$ cat config.mk
export PLATFORM = sky130hd
export DESIGN_NAME = regfile_access_ctrl_flat
export DESIGN_NICKNAME = d
export VERILOG_FILES = /design/src/rtl/regfile_pkg.sv /design/src/rtl/regfile_access_ctrl_if.sv /design/src/rtl/regfile_wr_queue.sv /design/src/rtl/regfile_access_ctrl.sv /design/src/flat_wrapper.sv
export SDC_FILE = /design/constraint.sdc
export NUM_CORES = 1
export LEC_CHECK = 0
export CAP_MARGIN = 10
export CORE_MARGIN = 2
export CORE_UTILIZATION = 42
export DETAILED_ROUTE_END_ITERATION = 16
export PLACE_DENSITY = 0.81
export SYNTH_ARGS = -nofsm -noshare
export SYNTH_HDL_FRONTEND = slang
export SYNTH_SLANG_ARGS = --single-unit
export TNS_END_PERCENT = 20
$ cat constraint.sdc
create_clock -name clk -period 2.23 [get_ports clk]
set_input_delay 0.446 -clock clk [delete_from_list [all_inputs] [get_ports clk]]
set_output_delay 0.446 -clock clk [all_outputs]
set_load 0.03 [all_outputs]
$ cat src/rtl/regfile_pkg.sv
// Shared types, default sizes and the one-hot row decoder for the register-file access controller.
package regfile_pkg;

  localparam int NREGS_DEF  = 8;
  localparam int AW_DEF     = 3;
  localparam int DW_DEF     = 8;
  localparam int QDEPTH_DEF = 2;
  localparam int ONEHOT_MAX = 64;

  typedef struct packed {
    logic [AW_DEF-1:0] addr;
    logic [DW_DEF-1:0] data;
  } wr_req_t;

  // Indices at or above ONEHOT_MAX shift out and decode to all zeros.
  function automatic logic [ONEHOT_MAX-1:0] onehot(input int unsigned idx);
    return ONEHOT_MAX'(1) << idx;
  endfunction

endpackage

$ cat src/rtl/regfile_access_ctrl_if.sv
// Write-request handshake bundle between a requester (master) and the access controller (slave).
interface regfile_access_ctrl_if #(
  parameter int AW = 3,
  parameter int DW = 8
);
  logic          wr_valid;
  logic          wr_ready;
  logic [AW-1:0] wr_addr;
  logic [DW-1:0] wr_data;

  modport master (output wr_valid, output wr_addr, output wr_data, input wr_ready);
  modport slave  (input wr_valid, input wr_addr, input wr_data, output wr_ready);
endinterface

$ cat src/rtl/regfile_wr_queue.sv
// Circular write FIFO that drains one entry per cycle, with youngest-match lookup for two read ports.
module regfile_wr_queue
  import regfile_pkg::*;
#(
  parameter int  AW     = AW_DEF,
  parameter int  DW     = DW_DEF,
  parameter int  QDEPTH = QDEPTH_DEF,
  parameter type req_t  = wr_req_t
) (
  input  logic          clk,
  input  logic          rst_n,
  input  logic          push,
  input  req_t          push_req,
  output logic          ready,
  output logic          not_empty,
  output req_t          head_req,
  input  logic [AW-1:0] look_addr_a,
  input  logic [AW-1:0] look_addr_b,
  output logic          hit_a,
  output logic          hit_b,
  output logic [DW-1:0] hit_data_a,
  output logic [DW-1:0] hit_data_b
);

  localparam int PW = (QDEPTH > 1) ? $clog2(QDEPTH) : 1;
  localparam int CW = $clog2(QDEPTH + 1);

  req_t          entries [QDEPTH];
  logic [PW-1:0] head;
  logic [PW-1:0] tail;
  logic [CW-1:0] count;
  logic [PW-1:0] slot;
  logic          accept;
  logic          pop;

  function automatic logic [PW-1:0] next_ptr(input logic [PW-1:0] p);
    return (int'(p) == QDEPTH - 1) ? '0 : p + PW'(1);
  endfunction

  // Ready comes from registered count only, so a same-cycle pop never frees a slot early.
  assign ready     = (count < CW'(QDEPTH));
  assign not_empty = (count != '0);
  assign pop       = not_empty;
  assign accept    = push && ready;
  assign head_req  = entries[head];

  always_ff @(posedge clk or negedge rst_n) begin
    if (!rst_n) begin
      head  <= '0;
      tail  <= '0;
      count <= '0;
    end else begin
      if (accept) tail <= next_ptr(tail);
      if (pop)    head <= next_ptr(head);
      case ({accept, pop})
        2'b10:   count <= count + CW'(1);
        2'b01:   count <= count - CW'(1);
        default: count <= count;
      endcase
    end
  end

  always_ff @(posedge clk) begin
    if (accept) entries[tail] <= push_req;
  end

  // Walk oldest to youngest so the last match seen is the youngest one.
  always_comb begin
    hit_a      = 1'b0;
    hit_b      = 1'b0;
    hit_data_a = '0;
    hit_data_b = '0;
    slot       = head;
    for (int i = 0; i < QDEPTH; i++) begin
      slot = PW'((int'(head) + i) % QDEPTH);
      if (i < int'(count)) begin
        if (entries[slot].addr == look_addr_a) begin
          hit_a      = 1'b1;
          hit_data_a = entries[slot].data;
        end
        if (entries[slot].addr == look_addr_b) begin
          hit_b      = 1'b1;
          hit_data_b = entries[slot].data;
        end
      end
    end
  end

endmodule

$ cat src/rtl/regfile_access_ctrl.sv
// Register-file access controller: queued write drain, one-hot read decode, bypass and registered read data.
// Optional build macro REGFILE_ZERO_REG_EN makes row 0 a hardwired zero register.
module regfile_access_ctrl
  import regfile_pkg::*;
#(
  parameter int NREGS  = NREGS_DEF,
  parameter int AW     = AW_DEF,
  parameter int DW     = DW_DEF,
  parameter int QDEPTH = QDEPTH_DEF
) (
  input  logic                 clk,
  input  logic                 rst_n,
  regfile_access_ctrl_if.slave wr,
  input  logic                 rd_en_a,
  input  logic [AW-1:0]        rd_addr_a,
  input  logic                 rd_en_b,
  input  logic [AW-1:0]        rd_addr_b,
  output logic [NREGS-1:0]     we_row,
  output logic [DW-1:0]        wdata,
  output logic [NREGS-1:0]     re_a_row,
  output logic [NREGS-1:0]     re_b_row,
  input  logic [DW-1:0]        bus_a,
  input  logic [DW-1:0]        bus_b,
  output logic [DW-1:0]        rd_data_a,
  output logic                 rd_valid_a,
  output logic [DW-1:0]        rd_data_b,
  output logic                 rd_valid_b
);

  typedef struct packed {
    logic [AW-1:0] addr;
    logic [DW-1:0] data;
  } req_t;

  req_t          req_in;
  req_t          head_req;
  logic          push;
  logic          not_empty;
  logic          hit_a;
  logic          hit_b;
  logic [DW-1:0] hit_data_a;
  logic [DW-1:0] hit_data_b;
  logic [DW-1:0] wdata_last;

  // True when the address names a real, writable/readable row in the array.
  function automatic logic row_ok(input logic [AW-1:0] a);
`ifdef REGFILE_ZERO_REG_EN
    return (32'(a) < 32'(NREGS)) && (a != '0);
`else
    return (32'(a) < 32'(NREGS));
`endif
  endfunction

  function automatic logic [NREGS-1:0] row_dec(input logic [AW-1:0] a);
    return (NREGS)'(onehot(32'(a)));
  endfunction

  function automatic logic [DW-1:0] read_pick(input logic [AW-1:0] a, input logic hit,
                                              input logic [DW-1:0] fwd, input logic [DW-1:0] bus);
    if (!row_ok(a)) return '0;
    return hit ? fwd : bus;
  endfunction

  // Unmapped (or hardwired-zero) addresses still complete the handshake but are dropped here.
  assign push   = wr.wr_valid && row_ok(wr.wr_addr);
  assign req_in = '{addr: wr.wr_addr, data: wr.wr_data};

  regfile_wr_queue #(
    .AW    (AW),
    .DW    (DW),
    .QDEPTH(QDEPTH),
    .req_t (req_t)
  ) u_queue (
    .clk        (clk),
    .rst_n      (rst_n),
    .push       (push),
    .push_req   (req_in),
    .ready      (wr.wr_ready),
    .not_empty  (not_empty),
    .head_req   (head_req),
    .look_addr_a(rd_addr_a),
    .look_addr_b(rd_addr_b),
    .hit_a      (hit_a),
    .hit_b      (hit_b),
    .hit_data_a (hit_data_a),
    .hit_data_b (hit_data_b)
  );

  assign we_row   = not_empty ? row_dec(head_req.addr) : '0;
  assign wdata    = not_empty ? head_req.data : wdata_last;
  assign re_a_row = (rd_en_a && row_ok(rd_addr_a) && !hit_a) ? row_dec(rd_addr_a) : '0;
  assign re_b_row = (rd_en_b && row_ok(rd_addr_b) && !hit_b) ? row_dec(rd_addr_b) : '0;

  // Write-data bus keeps the last drained value while the queue is empty.
  always_ff @(posedge clk or negedge rst_n) begin
    if (!rst_n) begin
      wdata_last <= '0;
    end else if (not_empty) begin
      wdata_last <= head_req.data;
    end
  end

  // Read capture stage: data reflects cycle N, valid for cycle N+1 only.
  always_ff @(posedge clk or negedge rst_n) begin
    if (!rst_n) begin
      rd_valid_a <= 1'b0;
      rd_valid_b <= 1'b0;
      rd_data_a  <= '0;
      rd_data_b  <= '0;
    end else begin
      rd_valid_a <= rd_en_a;
      rd_valid_b <= rd_en_b;
      if (rd_en_a) rd_data_a <= read_pick(rd_addr_a, hit_a, hit_data_a, bus_a);
      if (rd_en_b) rd_data_b <= read_pick(rd_addr_b, hit_b, hit_data_b, bus_b);
    end
  end

endmodule

$ cat src/flat_wrapper.sv
// flat-port wrapper written by rule: the top's interface ports become plain ports
module regfile_access_ctrl_flat import regfile_pkg::*;
#(
  parameter int NREGS  = NREGS_DEF,
  parameter int AW     = AW_DEF,
  parameter int DW     = DW_DEF,
  parameter int QDEPTH = QDEPTH_DEF
)
  (clk, rst_n, rd_en_a, rd_addr_a, rd_en_b, rd_addr_b, we_row, wdata, re_a_row, re_b_row, bus_a, bus_b, rd_data_a, rd_valid_a, rd_data_b, rd_valid_b, wr_wr_valid, wr_wr_addr, wr_wr_data, wr_wr_ready);
  regfile_access_ctrl_if #(.AW(AW), .DW(DW)) wr_i ();
  input  logic clk;
  input  logic rst_n;
  input  logic rd_en_a;
  input  logic [AW-1:0] rd_addr_a;
  input  logic rd_en_b;
  input  logic [AW-1:0] rd_addr_b;
  output logic [NREGS-1:0] we_row;
  output logic [DW-1:0] wdata;
  output logic [NREGS-1:0] re_a_row;
  output logic [NREGS-1:0] re_b_row;
  input  logic [DW-1:0] bus_a;
  input  logic [DW-1:0] bus_b;
  output logic [DW-1:0] rd_data_a;
  output logic rd_valid_a;
  output logic [DW-1:0] rd_data_b;
  output logic rd_valid_b;
  input wire logic [$bits(wr_i.wr_valid)-1:0] wr_wr_valid;
  input wire logic [$bits(wr_i.wr_addr)-1:0] wr_wr_addr;
  input wire logic [$bits(wr_i.wr_data)-1:0] wr_wr_data;
  output wire logic [$bits(wr_i.wr_ready)-1:0] wr_wr_ready;
  assign wr_i.wr_valid = wr_wr_valid;
  assign wr_i.wr_addr = wr_wr_addr;
  assign wr_i.wr_data = wr_wr_data;
  assign wr_wr_ready = wr_i.wr_ready;
  regfile_access_ctrl #(.NREGS(NREGS), .AW(AW), .DW(DW), .QDEPTH(QDEPTH)) u_core (.clk(clk), .rst_n(rst_n), .wr(wr_i), .rd_en_a(rd_en_a), .rd_addr_a(rd_addr_a), .rd_en_b(rd_en_b), .rd_addr_b(rd_addr_b), .we_row(we_row), .wdata(wdata), .re_a_row(re_a_row), .re_b_row(re_b_row), .bus_a(bus_a), .bus_b(bus_b), .rd_data_a(rd_data_a), .rd_valid_a(rd_valid_a), .rd_data_b(rd_data_b), .rd_valid_b(rd_valid_b));
endmodule
==> impl_results.md <==
- Leak: 1.96 nW
- FF-to-FF Start: u_core.u_queue.head$_DFFE_PN0P_
- Hold Crit Depth: 1
- Final setup TNS: -14.68 ns
- Failing checks: negative setup slack
- Layout area overhead: 67.6%
- Area used by multi-input combinational logic: 1720 um2
- Max VDD drop: 0.986 mV
- Setup ws final: -0.759 ns
- FF/Latch Area: 1410 um2
- Drt initial violations: 260
- Worst flop-to-flop path endpoint: u_core.rd_data_b[5]$_DFFE_PN0P_
- Initial antenna violation count: 0
- Clock slew at reported path FFs: approximately 0.10 ns
- # fillers: approximately 460
- Final ANT Viol Nets: 0
- Max_slew headroom: 69.5%
- Final hold vios: 0
- DIE HEIGHT: roughly 86 um
- Critical path's slowest cell: or4_4
- Slowest stage delay, CP: 0.56 ns
- Post-synth EDFFs: 22
- CP Max Fanout: 6
- Register area share after synthesis: 49.5%
- First-pass GRT wire length: roughly 13000 um
- Skew-Pair Late Insertion Delay: 0.31 ns
- Clock sinks: 52
- # setup viols final: 42
- Hold Path Class: flip-flop to flip-flop
- Max Cap Violations: 0
- R2r worst-path depth: 10
- Number of global-route vias before repair: between 2000 and 3000
- Post-DP HPWL: 6270 um
- Setup CP Type: flip-flop to output pin
- Share of the synthesized area in the top cell type: 26.3%
- 1st-pass router iterations: 5
- Site row count: 30
- Startpoint types: flip-flop
- Root buffer cell: clkbuf_8
- Synth area leaders: dfrtp_1, edfxtp_1, xnor2_1
- Total wire length: 8940 um
- Top cell type by total area after synthesis: dfrtp_1
- Crit-path cells: buf_12 > buf_12 > mux2i_4 > buf_6 > xnor2_4 > nor4_4 > or4_4 > nor3b_4 > buf_6
- RSZ-0062 raised after global routing: true
- Average vias per placed instance: between 5 and 6
- Setup crit end kind: output pin
- Largest net degree at the start of global routing: 31
- Distinct cells, synth: 40
- F_max: 335 MHz
- I/O Pins: about 90
- Layout Utilization: 71.5%
- Die ar.: 7460 um2
- GRT Total Usage: 22.4%
- Layout cells sized above 1: 41.9%
- Longest Clk Path Bufs: 2
- Initial Util: 42.7%
- Nets: 441
- CTS tree: yes
- H-tree level count: 2
- Power consumption: 6.16 mW
- Die width: 86.4 um
- Crit share post-route: 134%
- Mapped Cells: between 200 and 300
- Ys Warns: 0
- Crit path required time: 1.78 ns
- Pins Over Slew Limit: 0
- Commonest non-fill, non-tap cell in the layout: buf_4
- N_diodes: 0
- Num CTS Buffers: 5
- Routability cong.: just under 1
- Grt total ovfl: 0
- Worst-margin pin slew: ~0.46 ns
- Core region area: 6680 um2
- Post-synth top flop: dfrtp_1
- Syn Std Cell Area: 2850 um2
- Syn Nets: a little under 300
- WHS Endpoint: u_core.wdata_last[4]$_DFF_PN0_
- Syn avg cell area: 11.3 um2
- Hold path start: u_core.wdata_last[4]$_DFF_PN0_
- Crit path time final: between 2 and 3 ns
- DRC: 0
- PD cells: 1290 nW/um2
- Setup Skew: 0.00497 ns
- R2R Setup Slk: -0.25 ns
- Port-buffer cells: 88
- Ys async rst share: approximately 58%
- Via count: 2642
- Commonest non-fill, non-tap cells in the layout: buf_4, clkdlybuf4s50_1, dfrtp_1, buf_6, a21oi_1
- Status: finished, violations left
- Flop and latch count out of synthesis: 52
- Worst Path Arrival: 2.54 ns
- Hold slack: 0.490 ns
- Drt wl/cell: 18.7 um
==> through the flow <==
stage / setup slack [ns] / instance area, um2 / std cells
6_report: -0.759 / 4780 / 479
5_1_grt: -0.828 / 4780 / 479
4_1_cts: -0.707 / 4580 / 475
3_5_place_dp: -0.647 / 4280 / 459
3_3_place_gp: -0.606 / 4280 / 459
2_1_floorplan: -0.248 / 3050 / 252
==> cell type report <==
| type | count | area share, % |
|---|---|---|
| clock inverters | 3 | 0.445 |
| flip-flops and latches | 52 | 29.5 |
| well taps | 80 | 2.09 |
| inverters | 5 | 0.445 |
| repair buffers | 155 | 30.1 |
| clock buffers | 5 | 1.44 |
| multi-input cells | 179 | 35.9 |
==> Yosys cell counts, drive strengths merged, types with 4 or more instances <==
cell type / number
nor4: 4
o221ai: 9
xor2: 6
a221o: 6
nand2: 12
or4: 4
mux2i: 17
mux2: 6
nand2b: 6
edfxtp: 22
xnor2: 15
nand4: 4
clkbuf: 6
a21oi: 23
nor3: 9
buf: 10
a22o: 6
ha: 5
o21a: 5
dfrtp: 30
inv: 5
nor2: 27
nor3b: 4
==> registers in the layout, indices dropped and copies added, names as in the netlist <==
name                    count
u_core.wdata_last           8
u_core.rd_data_b            8
u_core.rd_valid_b           1
u_core.rd_data_a            8
u_core.rd_valid_a           1
u_core.u_queue.tail         1
u_core.u_queue.entries     22
u_core.u_queue.head         1
u_core.u_queue.count        2
==> layer usage <==
layer / GRT usage [%] / vias up / wire, um
li1: - / 1220 / -
met1: 30.3 / 1282 / 3620
met4: 7.10 / 0 / 247
met5: 0 / - / 0
met3: 3.52 / 26 / 459
met2: 37.2 / 114 / 4610
==> critical path, delay by kind of cell (launching register included) <==
family,cells,cell delay (ns)
flops,1,0.42
buf+inv,4,0.59
mux,1,0.19
simple gates,3,0.84
xor+xnor,1,0.18
==> report_power, final <==
part / total, mW / internal (mW) / switching [mW]
Clock: 0.552 / 0.223 / 0.329
Sequential: 1.48 / 1.31 / 0.171
Combinational: 4.13 / 1.97 / 2.16
Total: 6.16 / 3.50 / 2.66
==> cells by family (layout without fill, tap and decap cells) <==
group	count (synthesis)	count (layout)	synth area share, %
buffers and inverters	21	168	3.78
flip-flops	52	52	49.5
adder cells (fa/ha/maj)	5	5	2.19
multiplexers	23	23	9.61
AND/OR/NAND/NOR	74	74	14.6
AO/OA/AOI/OAI	56	56	13.8
XOR/XNOR	21	21	6.45
==> timing repair <==
item,4_1_cts,5_1_grt
setup endpoints to repair,36,48
endpoints found under the hold margin,0,0
setup buffers,8,4
gates resized for setup,52,31
pin swaps,14,10
hold buffers,0,0
==> how the worst max path moves through the flow <==
stage                                               start           to  slack, ns  cells after the start
after detailed placement                     rd_addr_a[1]  re_a_row[6]      -0.65                      6
after global routing      u_core.u_queue.head$_DFFE_PN0P_  re_b_row[4]      -0.83                      9
after CTS                 u_core.u_queue.head$_DFFE_PN0P_  re_b_row[4]      -0.71                      9
after global placement                       rd_addr_a[0]  re_a_row[7]      -0.61                      6
after floorplan           u_core.u_queue.head$_DFFE_PN0P_  re_a_row[0]      -0.25                      6
final                     u_core.u_queue.head$_DFFE_PN0P_  re_b_row[1]      -0.76                      9
No activity file was read; power rests on OpenSTA's default activity.
